$ cat config.mk
export PLATFORM = sky130hd
export DESIGN_NAME = if_id_skid_stage
export DESIGN_NICKNAME = d
export VERILOG_FILES = /design/src/rtl/if_id_skid_stage.sv
export SDC_FILE = /design/constraint.sdc
export NUM_CORES = 1
export LEC_CHECK = 0
export BUFFER_PORTS_ARGS = -buffer_cell sky130_fd_sc_hd__clkbuf_2
export CORE_MARGIN = 4
export CORE_UTILIZATION = 40
export DETAILED_ROUTE_END_ITERATION = 6
export PLACE_DENSITY_LB_ADDON = 0.08
export SLEW_MARGIN = 20
export SYNTH_ARGS = -nofsm -noshare
export SYNTH_HDL_FRONTEND = slang
export SYNTH_SLANG_ARGS = --single-unit
$ cat constraint.sdc
create_clock -name clk -period 9.9 [get_ports clk]
set_clock_uncertainty 0.05 [all_clocks]
set_input_delay 1.98 -clock clk [delete_from_list [all_inputs] [get_ports clk]]
set_output_delay 1.98 -clock clk [all_outputs]
set_load 0.005 [all_outputs]
$ cat src/rtl/if_id_skid_stage.sv
// IF->ID pipeline stage: valid/ready handshake on both sides with a two-entry skid buffer,
// synchronous flush, fault-to-NOP substitution and a saturating stall-cycle counter.
module if_id_skid_stage #(
    parameter int INST_W    = 32,
    parameter int ADDR_W    = 32,
    parameter bit FAULT_NOP = 1'b1,
    parameter int CNT_W     = 16
) (
    input  logic              clk,
    input  logic              rst,
    input  logic              flush,
    input  logic              in_valid,
    output logic              in_ready,
    input  logic [INST_W-1:0] in_inst,
    input  logic [ADDR_W-1:0] in_pc,
    input  logic [ADDR_W-1:0] in_pc4,
    input  logic              in_fault,
    output logic              out_valid,
    input  logic              out_ready,
    output logic [INST_W-1:0] out_inst,
    output logic [ADDR_W-1:0] out_pc,
    output logic [ADDR_W-1:0] out_pc4,
    output logic              out_fault,
    output logic [1:0]        occupancy,
    output logic [CNT_W-1:0]  stall_cnt
);

    typedef enum logic [1:0] {
        EMPTY = 2'd0,
        FULL  = 2'd1,
        SKID  = 2'd2
    } state_e;

    typedef struct packed {
        logic [INST_W-1:0] inst;
        logic [ADDR_W-1:0] pc;
        logic [ADDR_W-1:0] pc4;
        logic              fault;
    } entry_t;

    state_e           state_q, state_d;
    entry_t           main_q, main_d;
    entry_t           skid_q, skid_d;
    entry_t           in_entry;
    logic [CNT_W-1:0] stall_cnt_q, stall_cnt_d;
    logic             acc;
    logic             deq;

    // in_ready is decoded from the state register alone, so out_ready never reaches it.
    assign in_ready  = (state_q != SKID);
    assign out_valid = (state_q != EMPTY);
    assign out_inst  = main_q.inst;
    assign out_pc    = main_q.pc;
    assign out_pc4   = main_q.pc4;
    assign out_fault = main_q.fault;
    assign stall_cnt = stall_cnt_q;

    always_comb begin
        occupancy = 2'd0;
        case (state_q)
            FULL:    occupancy = 2'd1;
            SKID:    occupancy = 2'd2;
            default: occupancy = 2'd0;
        endcase
    end

    always_comb begin
        acc = in_valid & in_ready & ~flush;
        deq = out_valid & out_ready;

        in_entry.inst  = (FAULT_NOP && in_fault) ? '0 : in_inst;
        in_entry.pc    = in_pc;
        in_entry.pc4   = in_pc4;
        in_entry.fault = in_fault;

        // NOTE: every always_comb output gets a default first so no path can infer a latch.
        state_d = state_q;
        main_d  = main_q;
        skid_d  = skid_q;

        if (flush) begin
            state_d = EMPTY;
        end else begin
            case (state_q)
                EMPTY: begin
                    if (acc) begin
                        state_d = FULL;
                        main_d  = in_entry;
                    end
                end
                FULL: begin
                    if (acc && deq) begin
                        main_d = in_entry;
                    end else if (acc) begin
                        state_d = SKID;
                        skid_d  = in_entry;
                    end else if (deq) begin
                        state_d = EMPTY;
                    end
                end
                SKID: begin
                    if (deq) begin
                        state_d = FULL;
                        main_d  = skid_q;
                    end
                end
                default: state_d = EMPTY;
            endcase
        end

        stall_cnt_d = stall_cnt_q;
        if (out_valid && !out_ready && (stall_cnt_q != {CNT_W{1'b1}})) begin
            stall_cnt_d = stall_cnt_q + CNT_W'(1);
        end
    end

    // NOTE: sequential state uses non-blocking assignments so every register samples pre-edge values.
    always_ff @(posedge clk or posedge rst) begin
        if (rst) begin
            state_q     <= EMPTY;
            main_q      <= '0;
            skid_q      <= '0;
            stall_cnt_q <= '0;
        end else begin
            state_q     <= state_d;
            main_q      <= main_d;
            skid_q      <= skid_d;
            stall_cnt_q <= stall_cnt_d;
        end
    end

endmodule

# [Word-level counts from Yosys, hierarchy flattened]
# Index checks and enable logic that the tools add are counted.
[word_totals] ff_bits=212 latch_bits=0 ramBits=0 romBits=0 in_bits=102 out_inout_bits=117 word_cells=50 memories=0
[classes] n_addsub=1 mul=0 n_div=0 order_cmp=0 n_eq_ne=11 n_shift=0 mux=13 n_bitwise=5 n_reduce_logical=10
[op_table] op="97-bit two-way mux" n=3
[op_table] op="97-bit one-hot mux with 3 select lines" n=1
[op_table] op="32-bit two-way mux" n=1
[op_table] op="16-bit by 1-bit adder with 16-bit output (second input constant)" n=1
[op_table] op="16-bit inequality test (second input constant)" n=1
[op_table] op="2-bit two-way mux" n=6
[op_table] op="3-bit inequality test (second input constant)" n=3
[op_table] op="2-bit inequality test (second input constant)" n=4
[op_table] op="4-bit AND reduction" n=2
[op_table] op="2-bit one-hot mux with 3 select lines" n=1
[op_table] op="5-bit AND reduction" n=1
[op_table] op="4-bit inequality test (second input constant)" n=1
[op_table] op="2-bit one-hot mux with 2 select lines" n=1
[op_table] op="1-bit bitwise AND" n=3
[op_table] op="1-bit logical AND" n=3
[op_table] op="3-bit nonzero test" n=1
[op_table] op="2-bit by 1-bit == test with 1-bit output (second input constant)" n=1
[op_table] op="2-bit == test (second input constant)" n=1
[op_table] op="2-bit logical NOT" n=1
[op_table] op="1-bit inverter" n=2
[op_table] op="2-bit nonzero test" n=1
[op_table] op="1-bit logical NOT" n=1

# [Depth between registers and ports, before layout]
[depth] depth_word=7 depth_mapped=7 mapped_depth_nobuf=5

# [Worst setup path before layout]
# OpenSTA, ideal clock, no wires.
[synth_timing] path_type="input port to flip-flop" start="in in_valid" end="reg main_q (netlist bit out_inst[20])" setup_time_ps=127 t_arrival_ps=3115 required_time_ps=9723 setup_slack_ps=6607 cell_stages=6 path_buffers=2 path_cell_list="nor2b_1 > and2_1 > o21bai_2 > buf_4 > buf_6 > mux2_1"
[synth_between] elab_chain_cells=5 elab_cells_between_ends=6 cone_classes="eq/ne (2); bitwise (2); reduce/logical (2)"
[synth_rtl] item="from (decl)" line="12" source="input logic in_valid,"
[synth_rtl] item="1-bit bitwise AND * (2 in series)" line="68" source="acc = in_valid & in_ready & ~flush;"
[synth_rtl] item="1-bit logical AND" line="92" source="if (acc && deq) begin"
[synth_rtl] item="2-bit inequality test (no source line)"
[synth_rtl] item="5-bit AND reduction (no source line) *"
[synth_rtl] item="to (signal assigned)" line="126" source="main_q <= main_d;"
[synth_rtl] item="to (decl)" line="42" source="entry_t main_q, main_d;"
# Mark *: on every way between the ends. The rest lies on a longest branch, timed or not.
# A chain may end at the register's enable or synchronous reset.

# [Worst setup path after layout]
[layout_timing] start="reg state_q[0]" end="out occupancy[1]"
[layout_between] elab_chain_cells=2 elab_cells_between_ends=3 cone_classes="eq/ne (2); mux (1)"
[layout_rtl] item="from (decl)" line="41" source="state_e state_q, state_d;"
[layout_rtl] item="from (signal assigned)" line="125" source="state_q <= state_d;"
[layout_rtl] item="2-bit == test / 2-bit by 1-bit == test with 1-bit output (equally long branches)" line="60" source="case (state_q)"
[layout_rtl] item="2-bit one-hot mux with 2 select lines *" line="60"
[layout_rtl] item="to (decl)" line="24" source="output logic [1:0] occupancy,"
# Marked as above.

==> impl_results.md <==
* Final #Nets at 1158
* RSZ-0062 raised after global routing: no
* Worst-margin pin slew at 921.3 ps
* Static leakage at 5.649 nW
* Worst vdd ir at 0.0001141 V
* Routed Antenna Nets at 0
* Final Hold Fails at 0
* Max cap viols at 0
* Status: finished, final reports clean
* Clk root buf: clkbuf_16
* Slew margin rel. at 38.58%
* Area growth, synth to finish at 22.34%
* H-Tree Depth at 1
* Critical path required time at 7870 ps
* Commonest non-fill, non-tap cells in the layout: 265 x nand2_1, 218 x clkbuf_2, 212 x dfrtp_1
* CTS Hold Bufs at 0
* Dominant cell type by area after synthesis: dfrtp_1
* DR iter-0 viols at 277
* Sequential share of the synthesized area at 56.91%
* Crit. End Element: output port
* Number of global-route vias before repair at 6801
* Worst skew pair latency at 510 ps
* Share of cells above drive strength 1 at 37.23%
* Worst path cell trace: nand2b_2, buf_4, inv_4, clkbuf_2
* Core Box Area at 22780 um^2
* Final Non-Filler Cells at 1382
* DRC at 0
* Seq cells post-synth at 212
* Vias after detailed routing at 6625
* Final worst-path cycle share at 45.74%
* Design area at 11400 um^2
* Die width at 160.7 um
* Gate Count Post-Synth at 851
* Mean Syn Cell Area at 10.95 um^2
* DR pass1 iterations at 4
* Slowest Stage Delay on Critical Path at 630 ps
* Syn Nets at 954
* TritonCTS Sinks at 212
* Crit Path Category: reg2out
* DR WL/cell at 15.99 um
* Commonest non-fill, non-tap cell in the layout: nand2_1
* Pins Over Slew Limit at 0
* Final total power at 0.002376 W
* Area share of the largest cell type after synthesis at 56.91%
* Placer's final routability congestion estimate at 0.7880
* Largest net degree at the start of global routing at 93
* Routed Wire Length at 22100 um
* Initial Util at 40.92%
* Max clock buf depth at 3
* FILL cells at 2104
* Post-synthesis cell area at 9321 um^2
* Gr usage total at 17.00%
* Fmax at 0.2208 GHz
* Synth top area cells: dfrtp_1 57%, mux2_2 16%, nand2_1 11%
* Die ar. at 25810 um^2
* CTS tree: built
* Min Tclk post-route at 4529 ps
* Setup TNS Final at 0 ps
* Yosys warns at 0
* Dpl cells at 1341
* Hpwl dp at 13990 um
* Critical path arrival at 2500 ps
* Postcts setup bufs at 0
* Placed Area at 10660 um^2
* IO Port Bufs at 218
* HP Class: reg2reg
* Ports at 219
* GRT overflow at 0
* Pwr/cell area at 208.4 nW/um^2
* Clock slew at reported path FFs at 50 ps
* Die Ht at 160.7 um
* Final setup fails at 0
* CTS buffer count at 25
* Antenna Cells at 0
* Num rows at 55
* PostCTS Resize Cnt at 0
* Vias/cell at 4.794
* Synth cell types at 36
* First-pass GRT wire length at 36290 um
* Slowest cell on the critical path: buf_4
* Critical path launch point type: register
* Worst-path fanout max at 67
* Initial antenna violation count at 1
==> routing by layer <==
layer / track usage, % / vias to the layer above / share of wire, %
li1: - / 3244 / -
met1: 23.54 / 3187 / 47
met2: 27.74 / 163 / 46
met3: 3.695 / 29 / 5.4
met4: 3.559 / 2 / 1.7
met5: 0 / - / 0.059
==> where the power goes <==
part / switching (W) / internal [W] / total [W]
Clock: 0.000340 / 0.000500 / 0.000840
Combinational: 0.000166 / 0.000215 / 0.000381
Sequential: 0.000104 / 0.00105 / 0.00116
Total: 0.000610 / 0.00177 / 0.00238
==> synth_stat cells, drive strengths merged <==
| master | count |
|---|---|
| a211oi | 1 |
| mux2 | 163 |
| xor2 | 5 |
| or3b | 1 |
| and4 | 1 |
| inv | 3 |
| nor3 | 3 |
| a31oi | 2 |
| buf | 23 |
| o21bai | 2 |
| nand3 | 6 |
| nand2 | 265 |
| dfrtp | 212 |
| a21oi | 5 |
| nor2 | 8 |
| clkbuf | 25 |
| and2 | 1 |
| nor2b | 2 |
| nor4 | 2 |
| o311ai | 1 |
| o21ai | 64 |
| xnor2 | 7 |
| mux2i | 1 |
| and3 | 3 |
| nand2b | 33 |
| nand4b | 2 |
| or2 | 3 |
| o211ai | 2 |
| a2bb2oi | 1 |
| ha | 1 |
| nand4 | 3 |
==> kinds of logic after synthesis <==
family                     Yosys count  synth area share, %
AOI/OAI and AO/OA                   78                4.470
xor gates and xnor gates            12                1.128
adders and majority gates            1               0.1342
buffers and inverters               51                2.550
DFF                                212                56.91
muxes                              164                19.80
and+or+nand+nor                    333                15.01
==> sequential cells by signal (all words and copies together), names as in the netlist <==
| name | flops |
|---|---|
| state_q | 2 |
| out_fault | 1 |
| out_inst | 32 |
| skid_q | 97 |
| stall_cnt | 16 |
| out_pc4 | 32 |
| out_pc | 32 |
==> per-stage QoR <==
| stage | setup WS [ps] | utilization (%) | hold WS [ps] |
|---|---|---|---|
| global route | 5168 | 50.06 | 445.9 |
| finish | 5371 | 50.06 | 428.0 |
| floorplan | 2076 | - | 399.7 |
| detailed placement | 5339 | 46.81 | 421.0 |
| global placement | 5389 | 46.81 | 411.8 |
| CTS | 5262 | 50.06 | 434.0 |
==> worst max-delay path, delay by kind of cell (launching register included) <==
family | cells | cell delay (ps)
and+or+nand+nor | 1 | 170
buffers and inverters | 3 | 1310
DFF | 1 | 490
==> final cells by class <==
| type | count | area, um^2 | share of cell area, % |
|---|---|---|---|
| multi-input combinational | 588 | 3801 | 33.33 |
| tap | 313 | 391.6 | 3.434 |
| clock inverter | 1 | 8.758 | 0.07681 |
| sequential | 212 | 5305 | 46.52 |
| inverter | 3 | 21.27 | 0.1865 |
| clock buffer | 40 | 732.0 | 6.419 |
| timing repair buffer | 225 | 1144 | 10.03 |
==> worst paths after layout <==
kind,start,endpoint,slack [ps],cells past startpoint
worst max-delay path,state_q[0]$_DFFE_PP0P_,occupancy[1],5370,4
worst min-delay path,skid_q[86]$_DFFE_PP0P_,skid_q[86]$_DFFE_PP0P_,430,2
worst max register to register,state_q[0]$_DFFE_PP0P_,out_inst[3]$_DFFE_PP0P_,6850,6
worst min register to register,skid_q[86]$_DFFE_PP0P_,skid_q[86]$_DFFE_PP0P_,430,2
max in group asynchronous,rst,out_inst[15]$_DFFE_PP0P_,6880,3
min in group asynchronous,rst,out_pc4[24]$_DFFE_PP0P_,1540,2
(Power assumes the default switching activity.)
